## src/rtl/stack_sequencer.sv

```systemverilog
// Program sequencer for the stack CPU: plays a stored program onto the CPU nibble
// port, one opcode in the fetch cycle followed by its operand for every execute cycle.
module stack_sequencer #(
   parameter int ADDR_BITS = 4
) (
   input  logic                 clk,
   input  logic                 rst,
   input  logic                 prog_we,
   input  logic [ADDR_BITS-1:0] prog_addr,
   input  logic [7:0]           prog_data,
   input  logic [ADDR_BITS-1:0] prog_len,
   input  logic                 start,
   output logic                 cpu_rst,
   output logic [3:0]           cpu_inbits,
   output logic                 busy,
   output logic                 done,
   output logic [ADDR_BITS-1:0] pc
);

   typedef enum logic [2:0] {
      S_IDLE,
      S_CRST,
      S_FETCH,
      S_EXEC,
      S_DONE
   } state_t;

   state_t               state_q;
   logic                 cpu_rst_q;
   logic [3:0]           inbits_q;
   logic                 busy_q;
   logic                 done_q;
   logic [ADDR_BITS-1:0] pc_q;
   logic [ADDR_BITS-1:0] last_q;
   logic [1:0]           cnt_q;
   logic [7:0]           mem_q [2**ADDR_BITS];

   logic [7:0]           cur_word;
   logic [ADDR_BITS-1:0] pc_inc;
   logic [3:0]           nxt_op;

   // Execute cycles after the fetch cycle, minus one, for each opcode.
   function automatic logic [1:0] exec_cnt(input logic [3:0] op);
      case (op)
         4'h1, 4'h2, 4'h5, 4'h6, 4'h7, 4'h8: exec_cnt = 2'd1;
         4'h9, 4'ha, 4'hc, 4'hd:             exec_cnt = 2'd2;
         default:                            exec_cnt = 2'd0;
      endcase
   endfunction

   assign cur_word = mem_q[pc_q];
   assign pc_inc   = pc_q + 1'b1;
   assign nxt_op   = mem_q[pc_inc][3:0];

   // The store is frozen while a run is in progress.
   always_ff @(posedge clk) begin
      if (prog_we && !busy_q) begin
         mem_q[prog_addr] <= prog_data;
      end
   end

   always_ff @(posedge clk or posedge rst) begin
      if (rst) begin
         state_q   <= S_IDLE;
         cpu_rst_q <= 1'b0;
         inbits_q  <= 4'h0;
         busy_q    <= 1'b0;
         done_q    <= 1'b0;
         pc_q      <= '0;
         last_q    <= '0;
         cnt_q     <= 2'd0;
      end else begin
         case (state_q)
            S_IDLE: begin
               cpu_rst_q <= 1'b0;
               inbits_q  <= 4'h0;
               if (start) begin
                  state_q   <= S_CRST;
                  cpu_rst_q <= 1'b1;
                  busy_q    <= 1'b1;
                  done_q    <= 1'b0;
                  pc_q      <= '0;
                  last_q    <= prog_len;
               end
            end
            S_CRST: begin
               cpu_rst_q <= 1'b0;
               inbits_q  <= cur_word[3:0];
               state_q   <= S_FETCH;
            end
            S_FETCH: begin
               cnt_q    <= exec_cnt(cur_word[3:0]);
               inbits_q <= cur_word[7:4];
               state_q  <= S_EXEC;
            end
            S_EXEC: begin
               if (cnt_q != 2'd0) begin
                  cnt_q <= cnt_q - 2'd1;
               end else if (pc_q == last_q) begin
                  state_q  <= S_DONE;
                  busy_q   <= 1'b0;
                  done_q   <= 1'b1;
                  inbits_q <= 4'h0;
               end else begin
                  // Next opcode must be on the port in the CPU's fetch cycle.
                  pc_q     <= pc_inc;
                  inbits_q <= nxt_op;
                  state_q  <= S_FETCH;
               end
            end
            S_DONE: begin
               state_q <= S_IDLE;
            end
            default: begin
               state_q <= S_IDLE;
            end
         endcase
      end
   end

   assign cpu_rst    = cpu_rst_q;
   assign cpu_inbits = inbits_q;
   assign busy       = busy_q;
   assign done       = done_q;
   assign pc         = pc_q;

endmodule

```

## config.mk

```make
export PLATFORM = sky130hd
export DESIGN_NAME = stack_sequencer
export DESIGN_NICKNAME = d
export VERILOG_FILES = /design/src/rtl/stack_sequencer.sv
export SDC_FILE = /design/constraint.sdc
export NUM_CORES = 1
export LEC_CHECK = 0
export ABC_AREA = 1
export BUFFER_PORTS_ARGS = -buffer_cell sky130_fd_sc_hd__clkbuf_2
export CAP_MARGIN = 20
export CELL_PAD_IN_SITES_DETAIL_PLACEMENT = 1
export CELL_PAD_IN_SITES_GLOBAL_PLACEMENT = 1
export CORE_MARGIN = 5
export CORE_UTILIZATION = 52
export DETAILED_ROUTE_END_ITERATION = 6
export PLACE_DENSITY = 0.93
export SYNTH_ARGS = -nofsm -noshare
export SYNTH_HDL_FRONTEND = slang
export SYNTH_SLANG_ARGS = --single-unit
```

## constraint.sdc

```tcl
create_clock -name clk -period 3.9 [get_ports clk]
set_input_delay 0.195 -clock clk [delete_from_list [all_inputs] [get_ports clk]]
set_output_delay 0.195 -clock clk [all_outputs]
set_load 0.03 [all_outputs]
```

==> results of run 1 <==
-- metal layers --
layer  up-vias  routed length [um]
li1       2412                   -
met3        41                1240
met4         0                 420
met5         -                   0
met2       203               10100
met1      2651                8000
-- stage by stage --
| step | area [um2] | hold slack (ps) |
|---|---|---|
| 4_1_cts | 7720 | 3.75 |
| 5_1_grt | 7720 | 8.23 |
| 6_report | 7720 | 10.6 |
| 2_1_floorplan | 6930 | 159 |
| 3_5_place_dp | 7120 | 344 |
| 3_3_place_gp | 7120 | 322 |
-- final cells by class --
cell class	instances	area, um2	share of cell area
inverter	60	225	0.0292
timing repair buffer	39	225	0.0292
clock inverter	15	146	0.0190
clock buffer	17	425	0.0551
tap	176	220	0.0285
sequential	148	4350	0.563
multi-input combinational	440	2130	0.276
-- worst reg2reg max path: cells and delay by family (launching register included) --
family	cells	cell delay [ps]
buf+inv	2	780
xor+xnor	1	540
flops	1	860
simple gates	7	750
-- cell families after synthesis --
| kind of cell | after synthesis | share of synthesized area |
|---|---|---|
| adder cells (fa/ha/maj) | 3 | 0.00542 |
| AND/OR/NAND/NOR | 288 | 0.172 |
| buffers and inverters | 96 | 0.0648 |
| AO/OA/AOI/OAI | 139 | 0.113 |
| XOR/XNOR | 6 | 0.0103 |
| multiplexers | 4 | 0.00650 |
| flip-flops | 148 | 0.627 |
-- synthesized netlist by cell type (5+ instances only) --
cell type / n
nand2_1: 119
nor2_1: 90
a21oi_1: 24
edfxtp_1: 128
o211ai_1: 28
nand3_1: 72
o22ai_1: 7
buf_2: 20
inv_2: 8
clkbuf_1: 6
o21ai_1: 17
o21ai_0: 61
inv_1: 51
dfrtp_1: 20
buf_6: 5
-- what timing repair did --
item | in CTS | in global routing
hold endpoints to repair | 22 | 0
hold buffers | 3 | 0
resized for setup | 0 | 0
-- registers in the layout, indices dropped and copies added, names as in the netlist --
register,cells
busy,1
done,1
pc,4
cpu_rst,1
state_q,3
mem_q,128
cpu_inbits,4
last_q,4
cnt_q,2
-- worst max path at each step --
stage	from	endpoint	slack [ps]	cells after the start
floorplan	pc[0]	cnt_q[1]	1760	14
detailed placement	pc[0]	cnt_q[0]	1010	13
global route	pc[0]	cnt_q[0]	680	13
finish	pc[0]	cpu_inbits[3]	870	10
CTS	pc[0]	cpu_inbits[3]	950	10
global placement	pc[0]	cnt_q[1]	1150	12
-- where the power goes --
| group | leakage (nW) | internal [mW] | switching (mW) |
|---|---|---|---|
| Clock | 0.276 | 0.893 | 0.712 |
| Combinational | 1.31 | 0.833 | 1.82 |
| Sequential | 1.40 | 1.85 | 0.216 |
==> results.yml, run 1 <==
power:
  powerDensity_nw_per_um2: 819
  leakage_nw: 2.99
  ir_drop_v: 0.000459
  p_total_mw: 6.33
drt:
  vias: 5307
  drc: 0
  viasPerCell: 5.93
  wl_mm: 19.8
  wl_per_cell_um: 22.1
  drtIter0Drc: 562
  antenna_left: 0
  drt_first_pass_iters: 5
min_path:
  hold_depth: 2
  min_to: "last_q[3]"
  hp-start: "prog_len[3]"
  min-delay-path-class: "primary input to flop"
global_routing:
  grt_use_met2: 0.441
  globalRouteMet1Util: 0.338
  use_met3: 0.0525
  grt_overflow_total: 0
  grt_max_degree: 71
  antenna_found_initial: 0
  busiest_layer: "met2"
  grt_pass1_vias: 5680
  track_usage: 0.262
  grt_pass1_wl_mm: 31.5
setup_path:
  reg2regPathDepth: 10
  crit_buf_inv: 2
  rr_endpoint: "cpu_inbits[3]"
  cp.arrival_ps: 3350
  cp.required_ps: 4220
  path_cells: "buf_4, nand3_1, xor2_1, inv_2, nand3_1, nand2_1, nand2_1, nand3_1, nand2_1, nand2_1"
  slowest_delay_ps: 860
  crit_fanout: 70
  r2r-start: "pc[0]"
  r2r_slack_ps: 870
  endpoint_kind: "flop"
  worst_path_max_delay_cell: "dfrtp_4"
  path_class: "flop to flop"
  startpoint_type: "flop"
  crit_family: "flip-flops"
  cpMostUsedCell: "nand2_1"
synthesis:
  synth_ff_type: "edfxtp_1"
  yosys_warnings: 0
  synthTopCellsByArea: "edfxtp_1 55%, dfrtp_1 7.2%, nand2_1 6.4%"
  async_reset_ff_frac: 0.135
  syn-num-nets: 707
  synth_edf_count: 128
  syn-cell-area_um2: 6930
  synth_area_per_cell_um2: 10.1
  ys_seq_area_frac: 0.627
  yosys.area.top_type: "edfxtp_1"
  syn_inst: 684
  synth_seq_cells: 148
  synthDominantCellAreaShare: 0.555
  netlist-cell-type-count: 31
final_layout:
  fin_cells: 895
  final_core_util: 0.588
  drive_gt1_frac: 0.118
  syn2layout_area_growth_pct: 11.5
  diodes: 0
  mostFrequentLayoutCells: "128 x edfxtp_1, 119 x nand2_1, 90 x nor2_1"
  fillCellCount: 1457
  layout_commonest_cell: "edfxtp_1"
  finalNetCount: 729
die:
  io_pins: 31
  core_region_area_um2: 13100
  start_util: 0.527
  rows: 42
  die_width_um: 125
  dieArea_um2: 15700
  die_y_um: 125
clocking:
  cts.path.max_buffers: 2
  numCtsBuffers: 17
  cts_sinks: 148
  tritoncts: "yes"
  root_buffer: "clkbuf_16"
  clk_pin_slew_worst_paths_ps: 60
  insertion_delay_ps: 440
  h-tree-depth: 4
  post_cts_buffers: 0
timing:
  timing.final.ws_setup_ps: 870
  rsz0062_at_grt: "false"
  setup_viol: 0
  clock-skew-final_ps: 8.68
  fmax_mhz: 330
  tightest_slew_ps: 1100
  finalSetupTns_ps: 0
  min_period_over_period: 0.777
  hold_viol: 0
  relSlewSlack: 0.267
  finalMaxSlewViolations: 0
  period_minus_slack_ps: 3030
placed_design:
  place_inst: 860
  hpwl_mm: 12.7
  pre_cts_slack_ps: 1010
  port_buffers: 30
  globalplace.congestion: 0.888
job:
  drv_cap: 0
outcome:
  status: "completed"
(Power assumes the default switching activity.)
==> inputs of run 2 (changes only) <==
--- a/config.mk
+++ b/config.mk
@@ -5,15 +5,15 @@
 export SDC_FILE = /design/constraint.sdc
 export NUM_CORES = 1
 export LEC_CHECK = 0
-export ABC_AREA = 1
+export ABC_AREA = 0
 export BUFFER_PORTS_ARGS = -buffer_cell sky130_fd_sc_hd__clkbuf_2
 export CAP_MARGIN = 20
 export CELL_PAD_IN_SITES_DETAIL_PLACEMENT = 1
 export CELL_PAD_IN_SITES_GLOBAL_PLACEMENT = 1
 export CORE_MARGIN = 5
-export CORE_UTILIZATION = 52
+export CORE_UTILIZATION = 53
 export DETAILED_ROUTE_END_ITERATION = 6
-export PLACE_DENSITY = 0.93
+export PLACE_DENSITY = 0.88
 export SYNTH_ARGS = -nofsm -noshare
 export SYNTH_HDL_FRONTEND = slang
 export SYNTH_SLANG_ARGS = --single-unit
==> constraint.sdc (replaced) <==
create_clock -name clk -period 3 [get_ports clk]
set_input_delay 0.15 -clock clk [delete_from_list [all_inputs] [get_ports clk]]
set_output_delay 0.15 -clock clk [all_outputs]
set_load 0.03 [all_outputs]
==> results.yml, run 2 <==
outcome:
  status: "completed"
setup_path:
  cp.arrival_ps: 2910
  path_class: "flop to flop"
  r2r-start: "pc[2]"
  crit_start: "pc[2]"
  crit_fanout: 16
  cp.required_ps: 3300
  endpoint_kind: "flop"
  startpoint_type: "flop"
clocking:
  h-tree-depth: 4
  root_buffer: "clkbuf_16"
  cts_sinks: 148
  cts.path.max_buffers: 2
  clk_pin_slew_worst_paths_ps: 60
  tritoncts: "yes"
  insertion_delay_ps: 420
  numCtsBuffers: 17
min_path:
  min-delay-path-class: "primary input to flop"
  hp-start: "start"
synthesis:
  synth_ff_type: "edfxtp_1"
  syn-cell-area_um2: 6540
  syn_inst: 353
  yosys.area.top_type: "edfxtp_1"
  synth_common_cells: "128 x edfxtp_1, 44 x mux4_2, 22 x nor2_1"
  async_reset_ff_frac: 0.135
  synthTopCellsByArea: "edfxtp_1 59%, mux4_2 15%, dfrtp_1 7.7%"
  yosys_warnings: 0
  ys_seq_area_frac: 0.665
  synth_most_common_cell: "edfxtp_1"
  synth_area_per_cell_um2: 18.5
  synth_edf_count: 128
  synthDominantCellAreaShare: 0.588
  netlist-cell-type-count: 44
  synth_seq_cells: 148
  syn-num-nets: 376
timing:
  relSlewSlack: 0.422
  clock-skew-final_ps: 9.33
  tightest_slew_ps: 866
  finalMaxSlewViolations: 0
  hold_viol: 0
  timing.final.ws_setup_ps: 396
  period_minus_slack_ps: 2600
  rsz0062_at_grt: "false"
  setup_viol: 0
  fmax_mhz: 384
  finalSetupTns_ps: 0
  min_period_over_period: 0.868
global_routing:
  track_usage: 0.231
  grt_max_degree: 51
  grt_pass1_vias: 3962
  grt_overflow_total: 0
  grt_pass1_wl_mm: 23.9
  antenna_found_initial: 0
drt:
  drt_first_pass_iters: 4
  viasPerCell: 6.11
  drtIter0Drc: 345
  wl_per_cell_um: 25.8
  wl_mm: 15.4
  vias: 3653
  drc: 0
  antenna_left: 0
final_layout:
  mostFrequentLayoutCells: "128 x edfxtp_1, 44 x mux4_2, 30 x clkbuf_2"
  syn2layout_area_growth_pct: 17.4
  largest-register: "mem_q"
  fin_cells: 598
  largest_reg_flops: 128
  drive_gt1_frac: 0.330
  diodes: 0
  finalNetCount: 440
  fillCellCount: 1044
  layout_commonest_cell: "edfxtp_1"
placed_design:
  place_inst: 561
  globalplace.congestion: 0.814
  port_buffers: 30
  hpwl_mm: 10.7
  pre_cts_slack_ps: 406
die:
  io_pins: 31
  die_y_um: 121
  start_util: 0.542
  rows: 40
  core_region_area_um2: 12100
  die_width_um: 121
  dieArea_um2: 14700
job:
  drv_cap: 0
power:
  powerDensity_nw_per_um2: 969
  leakage_nw: 2.70
  ir_drop_v: 0.000560
  p_total_mw: 7.43
-- run 2: cell types whose count changed in the layout (fill, tap and decap cells not counted), moves of 7 or more --
cell	before	now
mux4_2	0	44
o21ai_0	61	7
o21ai_1	17	1
buf_4	6	26
mux2i_1	0	12
a21oi_1	24	3
nand2_1	119	14
mux4_1	0	8
inv_1	51	8
o22ai_1	7	0
nor2_1	90	22
o211ai_1	28	6
inv_2	8	0
nand3_1	72	5
-- run 2: cell families after synthesis --
family / synth area share
fa+ha+maj: 0.00574
flops: 0.665
buf+inv: 0.0211
mux: 0.216
compound gates: 0.0373
simple gates: 0.0471
xor+xnor: 0.00804
-- run 2: final timing paths --
check,end,slack (ps),depth (start not counted)
worst max register to register,cpu_inbits[1],400,6
worst max-delay path,cpu_inbits[1],400,6
min in group asynchronous,cnt_q[0],390,3
worst min register to register,done,490,1
worst min-delay path,state_q[0],120,5
max in group asynchronous,pc[0],2090,3
-- run 2: layout make-up --
type | count | area [um2] | share of cell area
sequential | 148 | 4350 | 0.567
multi-input combinational | 180 | 2050 | 0.268
clock buffer | 19 | 433 | 0.0564
timing repair buffer | 62 | 415 | 0.0542
tap | 168 | 210 | 0.0274
clock inverter | 13 | 183 | 0.0238
inverter | 8 | 30.0 | 0.00392
-- run 2: worst max-delay path, stage by stage (launching register included) --
cell and delay [ps]:
dfrtp_1 910, buf_4 310, mux4_2 320, mux4_2 530
a22o_1 210, a21oi_1 130, o21ai_1 80
-- run 2: report_power, final --
group	switching [mW]	total [mW]	internal [mW]
logic	1.38	2.68	1.30
registers	0.171	2.57	2.40
clock network	0.797	2.19	1.39
total	2.35	7.43	5.08
-- run 2: metrics by stage --
stage / area (um2) / hold slack [ps] / util
final: 7670 / 116 / 0.636
after CTS: 7670 / 98.7 / 0.636
after global placement: 7000 / 300 / 0.581
after global routing: 7670 / 152 / 0.636
after floorplan: 6540 / 114 / -
after detailed placement: 7000 / 308 / 0.581
-- run 2: per-layer routing --
metal  part of all wire  global-route usage
met2               0.51               0.396
met3              0.078              0.0587
met1               0.39               0.287
met5                  0                   0
met4              0.023              0.0765
-- run 2: timing repair --
item | 4_1_cts | 5_1_grt
hold buffers | 5 | 0
resized for setup | 0 | 0
buffers inserted | 0 | 0
endpoints found under the hold margin | 24 | 0
